===== src/rtl/multi_digit_counter_display_if.sv =====
// Control and display signals of the multi-digit counter/display block.
// The master side drives the count controls; the slave side is the block itself.
interface multi_digit_counter_display_if #(
  parameter int DIGITS = 4
);
  logic                  en;
  logic                  up_down;
  logic                  load;
  logic [4*DIGITS-1:0]   load_val;
  logic [4*DIGITS-1:0]   count;
  logic                  wrap;
  logic [6:0]            seg;
  logic [DIGITS-1:0]     an;

  modport master (
    output en, up_down, load, load_val,
    input  count, wrap, seg, an
  );

  modport slave (
    input  en, up_down, load, load_val,
    output count, wrap, seg, an
  );
endinterface


===== src/rtl/multi_digit_counter_display.sv =====
// N-digit BCD/hex up/down counter driven by a programmable tick prescaler,
// with a time-multiplexed seven-segment scan driver on a shared segment bus.
module multi_digit_counter_display #(
  parameter int DIGITS   = 4,
  parameter int TICK_DIV = 24000000,
  parameter int SCAN_DIV = 50000,
  parameter int BCD      = 1
) (
  input  logic                            clk,
  input  logic                            rst,
  multi_digit_counter_display_if.slave    bus
);

  localparam int CW = 4 * DIGITS;
  localparam int TW = (TICK_DIV > 1) ? $clog2(TICK_DIV) : 1;
  localparam int SW = (SCAN_DIV > 1) ? $clog2(SCAN_DIV) : 1;
  localparam int IW = (DIGITS > 1) ? $clog2(DIGITS) : 1;
  localparam logic [TW-1:0] TICK_LAST = TW'(TICK_DIV - 1);
  localparam logic [SW-1:0] SCAN_LAST = SW'(SCAN_DIV - 1);
  localparam logic [IW-1:0] IDX_LAST  = IW'(DIGITS - 1);
  localparam logic [3:0]    DMAX      = (BCD != 0) ? 4'd9 : 4'd15;

  // Seven-segment pattern for one digit, bit6=g .. bit0=a, active high.
  function automatic logic [6:0] seg_decode(input logic [3:0] d);
    case (d)
      4'h0: seg_decode = 7'h3F;
      4'h1: seg_decode = 7'h06;
      4'h2: seg_decode = 7'h5B;
      4'h3: seg_decode = 7'h4F;
      4'h4: seg_decode = 7'h66;
      4'h5: seg_decode = 7'h6D;
      4'h6: seg_decode = 7'h7D;
      4'h7: seg_decode = 7'h07;
      4'h8: seg_decode = 7'h7F;
      4'h9: seg_decode = 7'h6F;
      4'hA: seg_decode = 7'h77;
      4'hB: seg_decode = 7'h7C;
      4'hC: seg_decode = 7'h39;
      4'hD: seg_decode = 7'h5E;
      4'hE: seg_decode = 7'h79;
      default: seg_decode = 7'h71;
    endcase
  endfunction

  // In decimal mode an out-of-range loaded digit is forced to zero so the
  // counter never holds a non-decimal digit.
  function automatic logic [CW-1:0] sanitize(input logic [CW-1:0] v);
    logic [CW-1:0] r;
    r = v;
    for (int i = 0; i < DIGITS; i++) begin
      if ((BCD != 0) && (v[4*i +: 4] > 4'd9)) r[4*i +: 4] = 4'd0;
    end
    return r;
  endfunction

  logic [TW-1:0]     tick_cnt_q, tick_cnt_d;
  logic [SW-1:0]     scan_cnt_q, scan_cnt_d;
  logic [IW-1:0]     idx_q, idx_d;
  logic [DIGITS-1:0] an_q, an_d;
  logic [CW-1:0]     count_q, count_d;
  logic              wrap_q, wrap_d;
  logic              tick, scan_term, carry;
  logic [3:0]        dg, cur_digit;

  assign tick      = (tick_cnt_q == TICK_LAST);
  assign scan_term = (scan_cnt_q == SCAN_LAST);

  // Tick prescaler and counter next state: load beats step; a step ripples
  // carry/borrow through all digits in one cycle, a carry out of the top
  // digit is the full-range wrap.
  always_comb begin
    count_d    = count_q;
    wrap_d     = 1'b0;
    carry      = 1'b0;
    dg         = 4'd0;
    tick_cnt_d = tick ? '0 : tick_cnt_q + TW'(1);
    if (bus.load) begin
      count_d    = sanitize(bus.load_val);
      tick_cnt_d = '0;
    end else if (tick && bus.en) begin
      carry = 1'b1;
      for (int i = 0; i < DIGITS; i++) begin
        dg = count_q[4*i +: 4];
        if (carry) begin
          if (bus.up_down) begin
            if (dg == DMAX) dg = 4'd0;
            else begin
              dg    = dg + 4'd1;
              carry = 1'b0;
            end
          end else begin
            if (dg == 4'd0) dg = DMAX;
            else begin
              dg    = dg - 4'd1;
              carry = 1'b0;
            end
          end
        end
        count_d[4*i +: 4] = dg;
      end
      wrap_d = carry;
    end
  end

  // Scan prescaler, digit index and registered one-hot digit select.
  always_comb begin
    scan_cnt_d = scan_term ? '0 : scan_cnt_q + SW'(1);
    idx_d      = idx_q;
    if (scan_term) idx_d = (idx_q == IDX_LAST) ? '0 : idx_q + IW'(1);
    an_d = '0;
    for (int i = 0; i < DIGITS; i++) begin
      if (idx_d == IW'(i)) an_d[i] = 1'b1;
    end
  end

  // Digit currently being shown, straight from the registered count.
  always_comb begin
    cur_digit = 4'd0;
    for (int i = 0; i < DIGITS; i++) begin
      if (idx_q == IW'(i)) cur_digit = count_q[4*i +: 4];
    end
  end

  // State registers; reset returns everything to digit 0 showing zero.
  always_ff @(posedge clk) begin
    if (rst) begin
      tick_cnt_q <= '0;
      scan_cnt_q <= '0;
      idx_q      <= '0;
      an_q       <= DIGITS'(1);
      count_q    <= '0;
      wrap_q     <= 1'b0;
    end else begin
      tick_cnt_q <= tick_cnt_d;
      scan_cnt_q <= scan_cnt_d;
      idx_q      <= idx_d;
      an_q       <= an_d;
      count_q    <= count_d;
      wrap_q     <= wrap_d;
    end
  end

  assign bus.count = count_q;
  assign bus.wrap  = wrap_q;
  assign bus.an    = an_q;
  assign bus.seg   = seg_decode(cur_digit);

endmodule


===== src/flat_wrapper.sv =====
// flat-port wrapper written by rule: the top's interface ports become plain ports
module multi_digit_counter_display_flat 
#(
  parameter int DIGITS   = 4,
  parameter int TICK_DIV = 24000000,
  parameter int SCAN_DIV = 50000,
  parameter int BCD      = 1
)
  (clk, rst, bus_en, bus_up_down, bus_load, bus_load_val, bus_count, bus_wrap, bus_seg, bus_an);
  multi_digit_counter_display_if #(.DIGITS(DIGITS)) bus_i ();
  input  logic clk;
  input  logic rst;
  input wire logic [$bits(bus_i.en)-1:0] bus_en;
  input wire logic [$bits(bus_i.up_down)-1:0] bus_up_down;
  input wire logic [$bits(bus_i.load)-1:0] bus_load;
  input wire logic [$bits(bus_i.load_val)-1:0] bus_load_val;
  output wire logic [$bits(bus_i.count)-1:0] bus_count;
  output wire logic [$bits(bus_i.wrap)-1:0] bus_wrap;
  output wire logic [$bits(bus_i.seg)-1:0] bus_seg;
  output wire logic [$bits(bus_i.an)-1:0] bus_an;
  assign bus_i.en = bus_en;
  assign bus_i.up_down = bus_up_down;
  assign bus_i.load = bus_load;
  assign bus_i.load_val = bus_load_val;
  assign bus_count = bus_i.count;
  assign bus_wrap = bus_i.wrap;
  assign bus_seg = bus_i.seg;
  assign bus_an = bus_i.an;
  multi_digit_counter_display #(.DIGITS(DIGITS), .TICK_DIV(TICK_DIV), .SCAN_DIV(SCAN_DIV), .BCD(BCD)) u_core (.clk(clk), .rst(rst), .bus(bus_i));
endmodule

===== config.mk =====
export PLATFORM = sky130hd
export DESIGN_NAME = multi_digit_counter_display_flat
export DESIGN_NICKNAME = d
export VERILOG_FILES = /design/src/rtl/multi_digit_counter_display_if.sv /design/src/rtl/multi_digit_counter_display.sv /design/src/flat_wrapper.sv
export SDC_FILE = /design/constraint.sdc
export NUM_CORES = 1
export LEC_CHECK = 0
export BUFFER_PORTS_ARGS = -buffer_cell sky130_fd_sc_hd__buf_2
export CORE_MARGIN = 3
export CORE_UTILIZATION = 50
export CTS_CLUSTER_DIAMETER = 30
export DETAILED_ROUTE_END_ITERATION = 10
export PLACE_DENSITY = 0.7
export SYNTH_ARGS = -nofsm -noshare
export SYNTH_HDL_FRONTEND = slang
export SYNTH_SLANG_ARGS = --single-unit

===== constraint.sdc =====
create_clock -name clk -period 6.7 [get_ports clk]
set_input_delay 0.67 -clock clk [delete_from_list [all_inputs] [get_ports clk]]
set_output_delay 0.67 -clock clk [all_outputs]
set_load 0.02 [all_outputs]

After elaboration in Yosys (flattened, before gate mapping)
Memories as Yosys holds them, arrays and structs flattened.
Cells that the tools add are included.
Cells by class
  multipliers: 0
  reductions and logical operators: 17
  mux-type cells: 51
  bitwise operators: 2
  equal/unequal tests: 12
  order comparisons: 4
  shift-type cells: 0
  divide/modulo/power cells: 0
  add/subtract/negate cells: 11
Operators by type and width (count)
  4-bit 2-to-1 mux: 23
  16-bit 2-to-1 mux: 2
  25-bit by 1-bit adder with 25-bit output, second input constant: 1
  25-bit == test, second input constant: 1
  1-bit 2-to-1 mux: 24
  16-bit by 1-bit adder with 16-bit output, second input constant: 1
  4-bit by 1-bit adder with 4-bit output, second input constant: 4
  16-bit == test, second input constant: 1
  4-bit == test, second input constant: 4
  4-bit greater-than comparator, second input constant: 4
  4-bit zero test: 4
  4-bit by 1-bit subtractor with 4-bit output, second input constant: 4
  2-bit == test, second input constant: 4
  2-bit nonzero test: 4
  2-bit AND reduction: 3
  2-bit by 1-bit == test with 1-bit output, second input constant: 2
  2-bit zero test: 2
  2-bit 2-to-1 mux: 2
  4-bit OR reduction: 1
  3-bit OR reduction: 1
  2-bit by 1-bit adder with 2-bit output, second input constant: 1
  1-bit NOT: 2
  2-bit OR reduction: 1
  1-bit logical AND: 1
Word-level totals
  output and inout port bits: 28
  word-level logic and storage cells: 107
  bits in latches: 0
  input bits: 21
  RAM bits: 0
  memory bits (read-only): 112
  flip-flop bits (word level): 64
  memories kept: 1
Memories
  (no name shown): depth 16, width 7, read ports 1, clocked after Yosys merged registers in 0, write ports 0, RTL line multi_digit_counter_display.sv:25  | case (d)

Depth between registers and ports, before layout
Gate-level depths: netlist of run 1.
  depth in word-level cells: 14
  depth in mapped cells: 12
  gate-level depth less buffers: 12

Least setup slack after synthesis of run 1
Ideal clock, no wire load.
  path type: flip-flop to output port
  start: register u_core.idx_q[0]
  end: output port bus_seg[3]
  slack: 3.596 ns
  buffers on the path: 1
  data required time: 6.030 ns
  data arrival time: 2.434 ns
  stages on the path, launching flop included: 12
  cell sequence: dfxtp_1 -> inv_1 -> ha_1 -> clkbuf_1 -> a21oi_1 -> o21ai_0 -> a22oi_1 -> inv_1 -> ha_1 -> inv_1 -> mux4_2 -> inv_1
Between the ends
  word-level cells in the longest chain between the ends: 6
  elaborated cells between the ends (all ways): 9
  those cells by class: 3 x eq/ne; 4 x mux; 1 x reduce/logical; 1 x memory
RTL lines
  from (decl): RTL line multi_digit_counter_display.sv:58  | logic [IW-1:0] idx_q, idx_d;
  from (signal assigned): RTL line multi_digit_counter_display.sv:136  | idx_q <= idx_d;
  2-bit zero test: RTL line multi_digit_counter_display.sv:120  | if (idx_q == IW'(i)) cur_digit = count_q[4*i +: 4];
  4-bit 2-to-1 mux (3 in a row): RTL line multi_digit_counter_display.sv:120
  4-bit 2-to-1 mux (*): RTL line multi_digit_counter_display.sv:120
  memory read 16 x 7 bit (*)
  to (decl): RTL line flat_wrapper.sv:19  | output wire logic [$bits(bus_i.seg)-1:0] bus_seg;
Mark *: on every way between the ends. The rest lies on a longest branch, timed or not.

Worst setup path in the final report of run 1
  start: register u_core.idx_q[1]
  end: output port bus_seg[3]
Same word-level chain as after synthesis.

==> metrics.txt, run 1 <==
fmax=~270 MHz; Worst-Skew Late Latency=about 340 ps; Max clock buf depth=2; Reg power frac=0.486; post-synthesis mux area share=0.0219; Hold-fix buffers, CTS=0; top post-synthesis cells by area=dfxtp_1, nor2_1, xnor2_1; Crit. End Element=output port; Pins Over Slew Limit=0; Crit Path Category=reg2out; Final period util=0.557; vias per cell=approximately 5.5; Synth Area in Adders=0.0424; H-tree depth=3; max cap viols=0; Pre-antenna DRT Iters=4; Wirelength per Cell=13.6 um; setup TNS=0 ps; pwr/cell area=195 nW/um^2; initial antenna violation count=0; RSZ-0062 raised after global routing=false; nets@finish=approximately 560; Primary FF master, synth=dfxtp_1; IO Pins=between 40 and 50; gr usage total=0.203; vias in the first global route=~3,100; sequential cell area=roughly 1300 sq um; CTS root buffer=clkbuf_8; final wirelength=roughly 8500 um; first-pass GRT wire length=14,300 um; final worst clock skew=about 9 ps; Antenna Nets Post-Route=0; PostCTS Resize Cnt=0; Hold Fails Final Rpt=0; GRT overflow=0; # diodes=0; Post-CTS Setup Bufs=0; residual DRC count=0; Final setup viols=0; XOR/XNOR Fraction of Synth Area=0.0891; DP HPWL=about 6000 um; largest family of logic cells by synthesized area=simple AND/OR/NAND/NOR gates; die height=just over 90 um; cells after synthesis=about 500; CTS tree=done; # fillers=a little under 700; outcome=finished, final reports clean; Post-synth EDFFs=0; Clock Sink Count=64; syn_area_per_cell=~8 sq um; Int Pwr=~0.0006 W; number of synthesized register bits=64; Clk network pwr share=0.390; yosys warns=0; Seq/Total Area, Yosys=0.334; syn_nets=around 530; sw power=between 0.0002 and 0.00025 W; multi-input logic area=approximately 2300 sq um; Max IR drop VDD=0.0000938 V; total power=approximately 0.00083 W; Logic pwr share=0.124; Critical Path Fanout Max=8; Async S/R FF share, synth=0; number of buffers created by CTS=9; row count=31; leakage=between 1.5 and 2 nW; Placeable Area=between 7000 and 8000 sq um; Post-Synth Simple-Gate Area=0.273; Yosys top cell area share=0.334; Die ar.=8750 sq um; largest net degree at the start of global routing=36; routability cong.=0.812; Sw Share=0.280; Via Count=~3,500; Netlist cell types=57; Synth Area in Compound Gates=0.181; Port Buf Inserts=48; CP required=approximately 6000 ps; worst min path class=reg2reg; DRT iter0 DRCs=approximately 320; area grow syn2layout=10.9%; CP startpoint kind=register; Least-Margin Pin Slew=between 1000 and 1500 ps; clock slew at reported path FFs=70 ps; crit path DAT=3060 ps; Die Wd=just over 90 um; layout cells sized above 1=0.139; Slew HR=0.288; cell taking the most area after synthesis=dfxtp_1; Post-Syn Area=roughly 3800 sq um; min Tclk post-route=3730 ps; initial core utilization=0.523
## power by group through the flow
| stage | clock (W) | combinational (W) | sequential [W] |
|---|---|---|---|
| after global routing | 0.000349 | 0.000116 | 0.000405 |
| after detailed placement | 0 | 0.000103 | 0.000412 |
| after floorplan | 0 | 0.0000768 | 0.000408 |
| after global placement | 0 | 0.000101 | 0.000411 |
| final | 0.000324 | 0.000103 | 0.000403 |
| after CTS | 0.000333 | 0.000103 | 0.000403 |
## cell usage after synthesis (5+ instances only)
master and number:
a22oi_1 6, a21oi_1 37, clkbuf_1 22, or3_1 7, xnor2_1 24, xor2_1 15, mux2i_1 5, o21ai_0 34
nor2_1 70, nand3_1 17, nor3_1 17, inv_1 24, and2_1 6, ha_1 13, nand2_1 29, nor4_1 5
dfxtp_1 64, nand2b_1 6, nand4_1 10, and3_1 16
## cell type report
type | instances | share of cell area
Timing Repair Buffer | 48 | 0.0565
Inverter | 24 | 0.0212
Multi-Input combinational cell | 374 | 0.548
Clock buffer | 10 | 0.0300
Tap cell | 99 | 0.0291
Clock inverter | 5 | 0.0138
Sequential cell | 64 | 0.301
## metal layers
layer  global-route usage  share of wire
met2                0.317           0.47
met1                0.264           0.46
met5                    0              0
met3               0.0547          0.063
met4               0.0866         0.0084
## logic make-up after synthesis
family                   count (synthesis)
adder cells (fa/ha/maj)                 13
XOR/XNOR                                39
AO/OA/AOI/OAI                          109
buffers and inverters                   53
multiplexers                             7
flip-flops                              64
AND/OR/NAND/NOR                        206
## through the flow
stage | hold slack [ps] | cell area [sq um] | setup slack, ps | cells | util
floorplan | 413 | 3830 | 3600 | 491 | -
global placement | 424 | 4070 | 3470 | 609 | 0.555
detailed placement | 447 | 4070 | 3350 | 609 | 0.555
CTS | 458 | 4250 | 2960 | 624 | 0.580
global route | 483 | 4250 | 2680 | 624 | 0.580
finish | 455 | 4250 | 2970 | 624 | 0.580
## flip-flops by register name (all words and copies together), names as in the netlist
register           count
u_core.bus.an          4
u_core.bus.count      16
u_core.scan_cnt_q     16
u_core.tick_cnt_q     25
u_core.idx_q           2
u_core.bus.wrap        1
## placed cells by master, fill, tap and decap left out, types with 16 or more instances in the layout
cell	count
a21oi_1	37
nor3_1	17
xnor2_1	24
and3_1	16
nand3_1	17
o21ai_0	34
inv_1	24
nor2_1	70
buf_2	48
dfxtp_1	64
nand2_1	29
## path summary, 6_finish.rpt
| check | from | to | slack [ps] | cells after the start |
|---|---|---|---|---|
| min reg2reg | u_core.scan_cnt_q[0] | u_core.scan_cnt_q[0] | 450 | 1 |
| max reg2reg | u_core.tick_cnt_q[0] | u_core.tick_cnt_q[6] | 4050 | 6 |
| max | u_core.idx_q[1] | bus_seg[3] | 2970 | 13 |
| min | u_core.scan_cnt_q[0] | u_core.scan_cnt_q[0] | 450 | 1 |
## worst max-delay path: stages, from the launching register on
cell      delay (ps)
dfxtp_1          350
inv_1             80
ha_1             270
nand3b_1         150
a21oi_1           70
a21oi_1          130
nor2_1            50
a21oi_1          430
inv_1            170
ha_1             330
inv_1             40
mux4_2           440
inv_1             60
buf_2            150
Note: power is estimated with default switching activity, not from simulation.
==> run 2, diff against run 1 <==
--- a/config.mk
+++ b/config.mk
@@ -10,7 +10,7 @@
 export CORE_UTILIZATION = 50
 export CTS_CLUSTER_DIAMETER = 30
 export DETAILED_ROUTE_END_ITERATION = 10
-export PLACE_DENSITY = 0.7
+export PLACE_DENSITY = 0.73
 export SYNTH_ARGS = -nofsm -noshare
 export SYNTH_HDL_FRONTEND = slang
 export SYNTH_SLANG_ARGS = --single-unit
==> constraint.sdc (replaced) <==
create_clock -name clk -period 3.2 [get_ports clk]
set_input_delay 0.32 -clock clk [delete_from_list [all_inputs] [get_ports clk]]
set_output_delay 0.32 -clock clk [all_outputs]
set_load 0.02 [all_outputs]
==> metrics.txt, run 2 (synthesis gave the netlist of run 1 again) <==
Hold-fix buffers, CTS=0; IO Pins=around 50; Max IR drop VDD=between 0.0002 and 0.00025 V; CP startpoint kind=register; crit path DAT=2720 ps; largest net degree at the start of global routing=34; min-delay src=bus_load_val[5]; vias per cell=5.60; Worst-Skew Late Latency=between 300 and 400 ps; Via Count=between 3,000 and 4,000; area grow syn2layout=12.4%; # diodes=0; worst min path class=in2reg; commonest non-fill, non-tap cell in the layout=nor2_1; Biggest register=u_core.tick_cnt_q; Critical Path Fanout Max=8; Pins Over Slew Limit=0; Antenna Nets Post-Route=0; Worst Hold Path EP=u_core.bus.count[7]; RSZ-0062 raised after global routing=false; final wirelength=between 8000 and 9000 um; Final period util=0.949; R2R cell count=6; Clock Sink Count=64; Die ar.=8750 sq um; max cap viols=0; outcome=finished, final reports clean; Placeable Area=7330 sq um; setup slack, reg-to-reg=800 ps; vias in the first global route=3,275; H-tree depth=3; Inst Count DP=slightly above 600; row count=31; CTS tree=done; Port Buf Inserts=between 40 and 50; Final setup viols=0; reg2reg end=u_core.bus.count[15]; routability cong.=between 0.8 and 0.9; worst reg2reg path startpoint=u_core.bus.count[0]; Die Wd=93.6 um; Crit. End Element=output port; final worst clock skew=between 10 and 15 ps; fmax=329 MHz; residual DRC count=0; DRT iter0 DRCs=around 150; CP required=approximately 2900 ps; nets@finish=about 560; Hold Fails Final Rpt=0; Slew HR=0.638; Wirelength per Cell=13.5 um; Pre-antenna DRT Iters=5; CTS root buffer=clkbuf_8; pwr/cell area=between 400 and 500 nW/um^2; die height=about 94 um; number of buffers created by CTS=9; setup TNS=0 ps; leakage=1.67 nW; clock slew at reported path FFs=~70 ps; initial antenna violation count=0; Max clock buf depth=2; most frequent cells in the layout=nor2_1, dfxtp_1, buf_2; Least-Margin Pin Slew=543 ps; Crit Path Category=reg2out; Fin Hold WS=173 ps; Largest register FFs=25; min Tclk post-route=3040 ps; Non-Filler Instances=about 630; initial core utilization=0.523; layout cells sized above 1=0.152; first-pass GRT wire length=roughly 15,000 um; Hold Path Stages=2; DP HPWL=just over 6000 um; GRT overflow=0; gr usage total=0.206
run 2: cell types whose count changed in the layout (fill, tap and decap cells not counted), sizes merged:
cell,previous run,this run
buf,48,55
clkbuf,10,11
clkinv,2,3
clkinvlp,2,0
run 2: area by class of cell:
type | instances | area, sq um
Clock buffer | 11 | 141
Clock inverter | 4 | 45.0
Fill cell | 679 | 3020
Inverter | 24 | 90.1
Multi-Input combinational cell | 374 | 2330
Sequential cell | 64 | 1280
Tap cell | 99 | 124
Timing Repair Buffer | 55 | 293
run 2: timing repair:
item,in CTS,in global routing
setup endpoints to repair,1,0
gates resized for setup,1,0
buffers inserted,1,0
run 2: critical path, cell delays in order (launching register included):
cell and delay (ps):
dfxtp_1 380, inv_1 80, ha_1 260, nand3b_1 180, a21oi_1 170, a21oi_1 60
nor2_1 130, a21oi_2 50, buf_4 180, ha_1 220, mux4_2 470, inv_1 60
buf_2 150
run 2: worst max path at each step:
stage / to / slack, ps / from / depth (start not counted)
global placement: bus_seg[3] / 290 / u_core.idx_q[0] / 12
detailed placement: bus_seg[3] / 200 / u_core.idx_q[0] / 12
global route: bus_seg[3] / 20 / u_core.idx_q[1] / 12
floorplan: bus_seg[3] / 450 / u_core.idx_q[0] / 11
finish: bus_seg[3] / 160 / u_core.idx_q[1] / 12
CTS: bus_seg[3] / 150 / u_core.idx_q[1] / 12
run 2: power breakdown:
| part | switching [W] | internal, W |
|---|---|---|
| combinational | 0.000132 | 0.0000899 |
| clock | 0.000309 | 0.000373 |
| sequential | 0.0000327 | 0.000811 |
run 2: routing by layer:
layer  vias to the layer above  GRT usage  wire length, um
li1                       1799          -                -
met1                      1646      0.251             3840
met2                        69      0.337             4010
met3                        19     0.0555              440
met4                         0     0.0999              241
met5                         -          0                0
run 2: through the flow:
| step | instance area (sq um) | total power (W) | worst slack, ps | utilization |
|---|---|---|---|---|
| 3_3_place_gp | 4110 | 0.00108 | 294 | 0.561 |
| 2_1_floorplan | 3830 | 0.00102 | 446 | - |
| 3_5_place_dp | 4110 | 0.00108 | 205 | 0.561 |
| 5_1_grt | 4310 | 0.00183 | 18.9 | 0.588 |
| 6_report | 4310 | 0.00175 | 165 | 0.588 |
| 4_1_cts | 4310 | 0.00177 | 149 | 0.588 |
